===== src/rtl/spi_display_receiver.sv =====
// SPI display-link receiver: synchronizes the 4-wire pins, reassembles MSB-first bytes
// tagged with D/C, and queues them in a small first-word-fall-through FIFO.
module spi_display_receiver #(
    parameter int FIFO_DEPTH  = 4,
    parameter int SYNC_STAGES = 2
) (
    input  logic                        clk,
    input  logic                        reset,
    input  logic                        sclk,
    input  logic                        cs_n,
    input  logic                        din,
    input  logic                        dc,
    input  logic                        rst_n,
    output logic [7:0]                  rx_data,
    output logic                        rx_dc,
    output logic                        rx_valid,
    input  logic                        rx_ready,
    output logic [$clog2(FIFO_DEPTH):0] level,
    output logic                        overflow,
    output logic                        frame_err,
    input  logic                        clr_status,
    output logic                        busy
);

    localparam int AW = $clog2(FIFO_DEPTH);
    // Pin order {rst_n, cs_n, dc, din, sclk}; the active-low pins idle high.
    localparam logic [4:0] SYNC_INIT = 5'b11000;

    typedef enum logic {IDLE, SHIFT} state_t;

    logic [4:0] pins;
    logic [4:0] pins_sync;
    assign pins = {rst_n, cs_n, dc, din, sclk};

    genvar gi;
    generate
        for (gi = 0; gi < 5; gi++) begin : g_sync
            logic [SYNC_STAGES-1:0] chain_reg;
            always_ff @(posedge clk or posedge reset) begin
                if (reset)
                    chain_reg <= {SYNC_STAGES{SYNC_INIT[gi]}};
                else
                    chain_reg <= {chain_reg[SYNC_STAGES-2:0], pins[gi]};
            end
            assign pins_sync[gi] = chain_reg[SYNC_STAGES-1];
        end
    endgenerate

    logic sclk_sync, din_sync, dc_sync, cs_sync, rst_n_sync;
    assign sclk_sync  = pins_sync[0];
    assign din_sync   = pins_sync[1];
    assign dc_sync    = pins_sync[2];
    assign cs_sync    = pins_sync[3];
    assign rst_n_sync = pins_sync[4];

    // One extra aligned stage: the sclk edge pulse and the pins it qualifies
    // are registered together so the shifter sees a coherent snapshot.
    logic sclk_prev_reg, rise_reg, din_reg, dc_reg, cs_reg, cs_prev_reg;
    always_ff @(posedge clk or posedge reset) begin
        if (reset) begin
            sclk_prev_reg <= 1'b0;
            rise_reg      <= 1'b0;
            din_reg       <= 1'b0;
            dc_reg        <= 1'b0;
            cs_reg        <= 1'b1;
            cs_prev_reg   <= 1'b1;
        end else begin
            sclk_prev_reg <= sclk_sync;
            rise_reg      <= sclk_sync & ~sclk_prev_reg;
            din_reg       <= din_sync;
            dc_reg        <= dc_sync;
            cs_reg        <= cs_sync;
            cs_prev_reg   <= cs_reg;
        end
    end

    state_t     state_reg;
    logic [7:0] shift_reg;
    logic [2:0] bitcnt_reg;
    logic [AW:0] wr_ptr_reg, rd_ptr_reg;
    logic [8:0] mem [FIFO_DEPTH];
    logic [8:0] head;
    logic       overflow_reg, frame_err_reg;
    logic       push_req, push_ok, pop, full, frame_evt, ovf_evt;

    assign level     = wr_ptr_reg - rd_ptr_reg;
    assign rx_valid  = (level != '0);
    assign full      = (level == (AW+1)'(FIFO_DEPTH));
    assign pop       = rx_valid & rx_ready;
    assign push_req  = rst_n_sync && (state_reg == SHIFT) && !cs_reg && rise_reg && (bitcnt_reg == 3'd7);
    assign push_ok   = push_req && (!full || pop);
    assign ovf_evt   = push_req && full && !pop;
    assign frame_evt = rst_n_sync && (state_reg == SHIFT) && cs_reg && (bitcnt_reg != 3'd0);

    always_ff @(posedge clk or posedge reset) begin
        if (reset) begin
            state_reg  <= IDLE;
            shift_reg  <= '0;
            bitcnt_reg <= '0;
        end else if (!rst_n_sync) begin
            state_reg  <= IDLE;
            shift_reg  <= '0;
            bitcnt_reg <= '0;
        end else begin
            case (state_reg)
                IDLE: begin
                    if (!cs_reg && cs_prev_reg)
                        state_reg <= SHIFT;
                end
                SHIFT: begin
                    if (cs_reg) begin
                        bitcnt_reg <= '0;
                        state_reg  <= IDLE;
                    end else if (rise_reg) begin
                        shift_reg  <= {shift_reg[6:0], din_reg};
                        bitcnt_reg <= bitcnt_reg + 3'd1;
                    end
                end
                default: state_reg <= IDLE;
            endcase
        end
    end

    always_ff @(posedge clk) begin
        if (push_ok)
            mem[wr_ptr_reg[AW-1:0]] <= {dc_reg, shift_reg[6:0], din_reg};
    end

    always_ff @(posedge clk or posedge reset) begin
        if (reset) begin
            wr_ptr_reg <= '0;
            rd_ptr_reg <= '0;
        end else if (!rst_n_sync) begin
            wr_ptr_reg <= '0;
            rd_ptr_reg <= '0;
        end else begin
            if (push_ok)
                wr_ptr_reg <= wr_ptr_reg + 1'b1;
            if (pop)
                rd_ptr_reg <= rd_ptr_reg + 1'b1;
        end
    end

    // A new event in the same cycle as clr_status keeps its flag set.
    always_ff @(posedge clk or posedge reset) begin
        if (reset) begin
            overflow_reg  <= 1'b0;
            frame_err_reg <= 1'b0;
        end else begin
            if (ovf_evt)
                overflow_reg <= 1'b1;
            else if (clr_status)
                overflow_reg <= 1'b0;
            if (frame_evt)
                frame_err_reg <= 1'b1;
            else if (clr_status)
                frame_err_reg <= 1'b0;
        end
    end

    assign head      = mem[rd_ptr_reg[AW-1:0]];
    assign rx_data   = rx_valid ? head[7:0] : 8'h00;
    assign rx_dc     = rx_valid ? head[8] : 1'b0;
    assign overflow  = overflow_reg;
    assign frame_err = frame_err_reg;
    assign busy      = !cs_reg || (bitcnt_reg != 3'd0);

endmodule


===== config.mk =====
export PLATFORM = sky130hd
export DESIGN_NAME = spi_display_receiver
export DESIGN_NICKNAME = d
export VERILOG_FILES = /design/src/rtl/spi_display_receiver.sv
export SDC_FILE = /design/constraint.sdc
export NUM_CORES = 1
export LEC_CHECK = 0
export CORE_ASPECT_RATIO = 1.25
export CORE_UTILIZATION = 45
export DETAILED_ROUTE_END_ITERATION = 10
export GPL_ROUTABILITY_DRIVEN = 0
export PLACE_DENSITY = 0.62
export SETUP_SLACK_MARGIN = 0.4
export SYNTH_ARGS = -nofsm -noshare
export SYNTH_HDL_FRONTEND = slang
export SYNTH_SLANG_ARGS = --single-unit
export TNS_END_PERCENT = 10

===== constraint.sdc =====
create_clock -name clk -period 2.6 [get_ports clk]
set_clock_uncertainty 0.15 [all_clocks]
set_input_delay 0.65 -clock clk [delete_from_list [all_inputs] [get_ports clk]]
set_output_delay 0.65 -clock clk [all_outputs]
set_load 0.01 [all_outputs]

==> results of run 1 <==
==> routing by layer <==
metal / wire, um / share of wire, % / vias up
met2: 2660 / 52 / 40
met5: 0 / 0 / -
met4: 121 / 2.4 / 0
li1: - / - / 760
met3: 192 / 3.8 / 14
met1: 2110 / 42 / 815
==> layout make-up <==
class,count,area [um2]
clock buffer,12,155
timing repair buffer,47,432
fill,516,2510
clock inverter,4,21.3
tap,85,106
inverter,12,45.0
multi-input combinational,97,932
sequential,71,1960
==> layout by cell type (no fill, tap or decap), types with 3 or more instances in the layout <==
| master | n |
|---|---|
| edfxtp_1 | 36 |
| dfrtp_1 | 29 |
| nand2_1 | 24 |
| buf_4 | 17 |
| buf_6 | 16 |
| clkbuf_8 | 11 |
| inv_1 | 10 |
| clkdlybuf4s50_1 | 10 |
| mux4_2 | 9 |
| nor2b_4 | 9 |
| a21boi_0 | 8 |
| ha_1 | 8 |
| mux2i_1 | 7 |
| and2_4 | 6 |
| dfstp_2 | 6 |
| nor2b_1 | 3 |
| buf_2 | 3 |
==> final timing paths <==
kind                                                       start                               end  slack (ps)  depth (start not counted)
worst max-delay path                   rd_ptr_reg[0]$_DFFE_PP0P_                        rx_data[6]        -280                          7
worst min-delay path            g_sync[1].chain_reg[1]$_DFF_PP0_                 din_reg$_DFF_PP0_         200                          0
min in group asynchronous                                  reset  g_sync[0].chain_reg[1]$_DFF_PP0_         570                          3
worst min register to register  g_sync[1].chain_reg[1]$_DFF_PP0_                 din_reg$_DFF_PP0_         200                          0
max in group asynchronous                                  reset  g_sync[3].chain_reg[0]$_DFF_PP1_        1390                          3
worst max register to register         rd_ptr_reg[0]$_DFFE_PP0P_               mem[3][7]$_DFFE_PP_         200                          8
==> through the flow <==
step           util [%]  total power, mW  cell area (um2)  std cells  worst slack (ps)
2_1_floorplan         -             1.24             2960        185               135
3_3_place_gp       54.7             1.27             3370        302              -284
3_5_place_dp       54.7             1.27             3370        302              -351
4_1_cts            59.1             2.03             3640        327              -316
5_1_grt            59.3             2.08             3660        328              -355
6_report           59.3             2.01             3660        328              -284
==> critical path, stage by stage, from the launching register on <==
cell and delay (ps):
dfrtp_1 410, ha_4 170, fa_2 530, and2_4 170, and2_4 190, buf_4 130, nor2b_4 30, buf_6 110
==> power breakdown <==
| part | switching [mW] | total (mW) | internal (mW) |
|---|---|---|---|
| registers | 0.00828 | 1.20 | 1.19 |
| clock network | 0.380 | 0.772 | 0.392 |
| logic | 0.0221 | 0.0422 | 0.0201 |
==> what timing repair did <==
action                                  in CTS  in global routing
gates resized for setup                     77                  1
setup buffers                                8                  1
cloned                                       1                  0
pin swaps                                    9                  4
endpoints found under the setup margin      51                 51
==> cells by family (layout without fill, tap and decap cells) <==
logic type | after synthesis | count (layout) | share of synthesized area (%)
AO/OA/AOI/OAI | 16 | 16 | 4.29
buffers and inverters | 18 | 75 | 2.49
multiplexers | 16 | 16 | 9.53
adder cells (fa/ha/maj) | 10 | 10 | 4.63
AND/OR/NAND/NOR | 53 | 54 | 9.58
flip-flops | 71 | 71 | 68.6
XOR/XNOR | 1 | 1 | 0.831
==> flow_summary.json, run 1 <==
{
  "outcome": "finished, violations left",
  "failed_checks": "negative setup slack",
  "clock_path_buffers": 2,
  "cap_violations": 0,
  "leakage_nw": 1.51,
  "cp_max_fo": 5,
  "met2_usage_pct": 29.6,
  "synth_cells": 185,
  "yosysWarnings": 0,
  "antennaDiodeCount": 0,
  "dieArea_um2": 6680,
  "yosys-top-cells-count": "36 x edfxtp_1, 29 x dfrtp_1, 24 x nand2_1",
  "cp-end-kind": "output pin",
  "finalSetupViolCount": 11,
  "cts_buffers": 9,
  "max_freq_ghz": 0.347,
  "wl_per_cell_um": 15.5,
  "hold_viol": 0,
  "largest_reg_flops": 36,
  "maxSlewViolCount": 0,
  "grt_overflow": 0,
  "critPathLaunchType": "flip-flop",
  "cts.hold.buffers_added": 0,
  "io_buffer_count": 24,
  "drive_above_1_share_pct": 35.4,
  "antenna_found_initial": 0,
  "power_density_nw_per_um2": 551,
  "grt_pass1_wl_um": 8320,
  "busiest_layer": "met2",
  "setup_slack_ps": -284,
  "drt_iter0_markers": 102,
  "first_pass_iters": 4,
  "root_buffer": "clkbuf_8",
  "slew_headroom_pct": 69.8,
  "core_area_um2": 6170,
  "die_w_um": 73.3,
  "yosysSeqAreaShare_pct": 68.6,
  "path_clk_slew_ps": 70,
  "cts_tree": "done",
  "ir_drop_uv": 405,
  "use_met3_pct": 4.22,
  "synth_nets": 204,
  "synth-edff-count": 36,
  "cts.sinks": 71,
  "cts_htree_levels": 3,
  "tns_ps": -2610,
  "post-dp-hpwl_um": 3260,
  "synth_area_leaders": "edfxtp_1 38%, dfrtp_1 25%, mux4_2 7.1%, dfstp_2 5.5%, ha_1 3.9%",
  "grtUsageMet1_pct": 20.0,
  "async_flop_share_pct": 49.3,
  "drt-vias-per-instance": 4.97,
  "nets": 257,
  "synth_ff_type": "edfxtp_1",
  "grt_pass1_vias": 1717,
  "vias": 1629,
  "whs_ps": 204,
  "track_usage_pct": 17.3,
  "initial_utilization_pct": 46.4,
  "synth_top_area_share_pct": 37.8,
  "io_pins": 25,
  "yosysUniqueCellTypes": 31,
  "post-route-period-util_pct": 111,
  "postRouteAntennaNets": 0,
  "hp-class": "flip-flop to flip-flop",
  "drc": 0,
  "clk_latency_ps": 340,
  "cp.required_ps": 1800,
  "synth_seq_cells": 71,
  "rsz0062_at_grt": "yes",
  "routed_wl_um": 5080,
  "cp_data_arrival_time_ps": 2080,
  "tightest_slew_ps": 453,
  "yosysMostFrequentCell": "edfxtp_1",
  "syn-cell-area_um2": 2860,
  "syn_avg_cell_area_um2": 15.5,
  "area_growth_pct": 27.8,
  "path_class": "flip-flop to output pin",
  "grt_start_max_net_pins": 36,
  "die_h_um": 91.2,
  "rows": 32,
  "yosysTopAreaCell": "edfxtp_1",
  "finalCriticalPeriod_ps": 2880
}
Power figures use the tool's default switching activity.
==> inputs of run 2 (changes only) <==
--- a/config.mk
+++ b/config.mk
@@ -7,6 +7,7 @@
 export LEC_CHECK = 0
 export CORE_ASPECT_RATIO = 1.25
 export CORE_UTILIZATION = 45
+export CTS_BUF_LIST = sky130_fd_sc_hd__clkbuf_8
 export DETAILED_ROUTE_END_ITERATION = 10
 export GPL_ROUTABILITY_DRIVEN = 0
 export PLACE_DENSITY = 0.62
==> run 2 against run 1 <==
  * The run still ends with negative setup slack left
  * Clock power down 0.6%
  * First-iteration DRC count down 4.9%
  * Routed wire length up 0.12%
  * Combinational power about the same
  * Total power down 0.27%
  * Worst setup slack better by 2.9 ps
  * Count of clock-buffer cells in the layout down 1
  * Via count down 0.80%
  * Sequential power about the same
  * Sequential share of layout area unchanged
  * Worst hold slack about the same
  * Critical path depth unchanged
  * Critical path type unchanged
==> flow_summary.json, run 2 (synthesized netlist as in run 1, its figures left out) <==
{
  "cp_num_buf_inv": 2,
  "cp_slowest_cell": "fa_2",
  "tightest_slew_ps": 452,
  "drt-vias-per-instance": 4.93,
  "rows": 32,
  "drive_above_1_share_pct": 35.4,
  "cts_tree": "done",
  "cts_htree_levels": 3,
  "core_area_um2": 6170,
  "postRouteAntennaNets": 0,
  "leakage_nw": 1.51,
  "grt_start_max_net_pins": 36,
  "cp.required_ps": 1800,
  "cap_violations": 0,
  "finalCriticalPeriod_ps": 2880,
  "max_freq_ghz": 0.347,
  "initial_utilization_pct": 46.4,
  "place_ws_ps": -351,
  "critPathLaunchType": "flip-flop",
  "grt_pass1_vias": 1717,
  "grt_overflow": 0,
  "nFillCells": 516,
  "post-route-util_pct": 59.3,
  "grt_pass1_wl_um": 8320,
  "cp-end-kind": "output pin",
  "drc": 0,
  "die_w_um": 73.3,
  "path_clk_slew_ps": 70,
  "track_usage_pct": 17.3,
  "drt_iter0_markers": 97,
  "vias": 1616,
  "cts.sinks": 71,
  "failed_checks": "negative setup slack",
  "first_pass_iters": 4,
  "wl_per_cell_um": 15.5,
  "largest_reg_flops": 36,
  "slew_headroom_pct": 69.8,
  "stdcell_area_um2": 3660,
  "maxSlewViolCount": 0,
  "place_area_um2": 3370,
  "hold_viol": 0,
  "final_cell_mix": "36 x edfxtp_1, 29 x dfrtp_1, 24 x nand2_1, 17 x buf_4, 16 x buf_6",
  "area_growth_pct": 27.8,
  "finalSetupViolCount": 11,
  "antennaDiodeCount": 0,
  "ir_drop_uv": 406,
  "final_common_cell": "edfxtp_1",
  "io_pins": 25,
  "rsz0062_at_grt": "yes",
  "die_h_um": 91.2,
  "busiest_layer": "met2",
  "use_met3_pct": 4.22,
  "io_buffer_count": 24,
  "post-dp-hpwl_um": 3260,
  "dieArea_um2": 6680,
  "hp-class": "flip-flop to flip-flop",
  "cpMostUsedCell": "and2_4",
  "path_cells": "ha_4 -> fa_2 -> and2_4 -> and2_4 -> buf_4 -> nor2b_4 -> buf_6",
  "power_density_nw_per_um2": 550,
  "cp_max_fo": 5,
  "antenna_found_initial": 0,
  "setup_slack_ps": -281,
  "cp_data_arrival_time_ps": 2080,
  "nets": 257,
  "cts.hold.buffers_added": 0,
  "post-route-period-util_pct": 111,
  "cts_buffers": 9,
  "clock_path_buffers": 2,
  "routed_wl_um": 5090,
  "clk_latency_ps": 330,
  "slowest_delay_ps": 530,
  "grtUsageMet1_pct": 20.0,
  "cp_top_family": "adder cells",
  "outcome": "finished, violations left",
  "root_buffer": "clkbuf_8",
  "met2_usage_pct": 29.6,
  "path_class": "flip-flop to output pin"
}
## run 2: changes by cell type in the layout (fill, tap and decap cells not counted), sizes merged
cell    before  now
inv         12   13
clkbuf      12   11
## run 2: final cells by class
cell class | count | area, um2 | area share [%]
clock buffers | 11 | 151 | 4.14
clock inverters | 5 | 25.0 | 0.684
inverters | 12 | 45.0 | 1.23
multi-input cells | 97 | 932 | 25.5
flip-flops and latches | 71 | 1960 | 53.7
well taps | 85 | 106 | 2.91
repair buffers | 47 | 432 | 11.8
## run 2: worst paths after layout
kind                       slack (ps)                              from  cells past startpoint                                to
setup / recovery                 -280         rd_ptr_reg[0]$_DFFE_PP0P_                      7                        rx_data[6]
hold / removal                    200  g_sync[1].chain_reg[1]$_DFF_PP0_                      0                 din_reg$_DFF_PP0_
setup reg to reg                  200         rd_ptr_reg[0]$_DFFE_PP0P_                      8               mem[3][7]$_DFFE_PP_
hold reg to reg                   200  g_sync[1].chain_reg[1]$_DFF_PP0_                      0                 din_reg$_DFF_PP0_
max in group asynchronous        1380                             reset                      3  g_sync[3].chain_reg[0]$_DFF_PP1_
min in group asynchronous         570                             reset                      3  g_sync[0].chain_reg[1]$_DFF_PP0_
## run 2: timing repair
action | 4_1_cts | 5_1_grt
setup buffers | 8 | 1
gates resized for setup | 77 | 1
setup endpoints to repair | 51 | 51
gates cloned | 1 | 0
pin swaps | 9 | 4
## run 2: per-layer routing
metal	up-vias	routed length (um)
met5	-	0
met4	0	76
met3	9	162
met2	32	2690
met1	814	2160
li1	761	-
## run 2: report_power, final
part | leakage, nW | switching, mW | internal (mW) | total, mW
registers | 0.806 | 0.00823 | 1.19 | 1.20
logic | 0.613 | 0.0220 | 0.0201 | 0.0421
clock network | 0.0940 | 0.379 | 0.388 | 0.767
total | 1.51 | 0.409 | 1.60 | 2.01
## run 2: metrics by stage
step | hold slack (ps) | std cells | power, mW | setup TNS (ps)
2_1_floorplan | 181 | 185 | 1.24 | 0
3_3_place_gp | 185 | 302 | 1.27 | -2810
3_5_place_dp | 187 | 302 | 1.27 | -3510
4_1_cts | 204 | 327 | 2.03 | -2930
5_1_grt | 213 | 328 | 2.08 | -3370
6_report | 204 | 328 | 2.01 | -2580
==> inputs of run 3 (changes only) <==
--- a/config.mk
+++ b/config.mk
@@ -8,6 +8,7 @@
 export CORE_ASPECT_RATIO = 1.25
 export CORE_UTILIZATION = 45
 export CTS_BUF_LIST = sky130_fd_sc_hd__clkbuf_8
+export CTS_CLUSTER_DIAMETER = 120
 export DETAILED_ROUTE_END_ITERATION = 10
 export GPL_ROUTABILITY_DRIVEN = 0
 export PLACE_DENSITY = 0.62
==> results of run 3 <==
No change in the layout: final DEF, timing and power equal those of run 2.
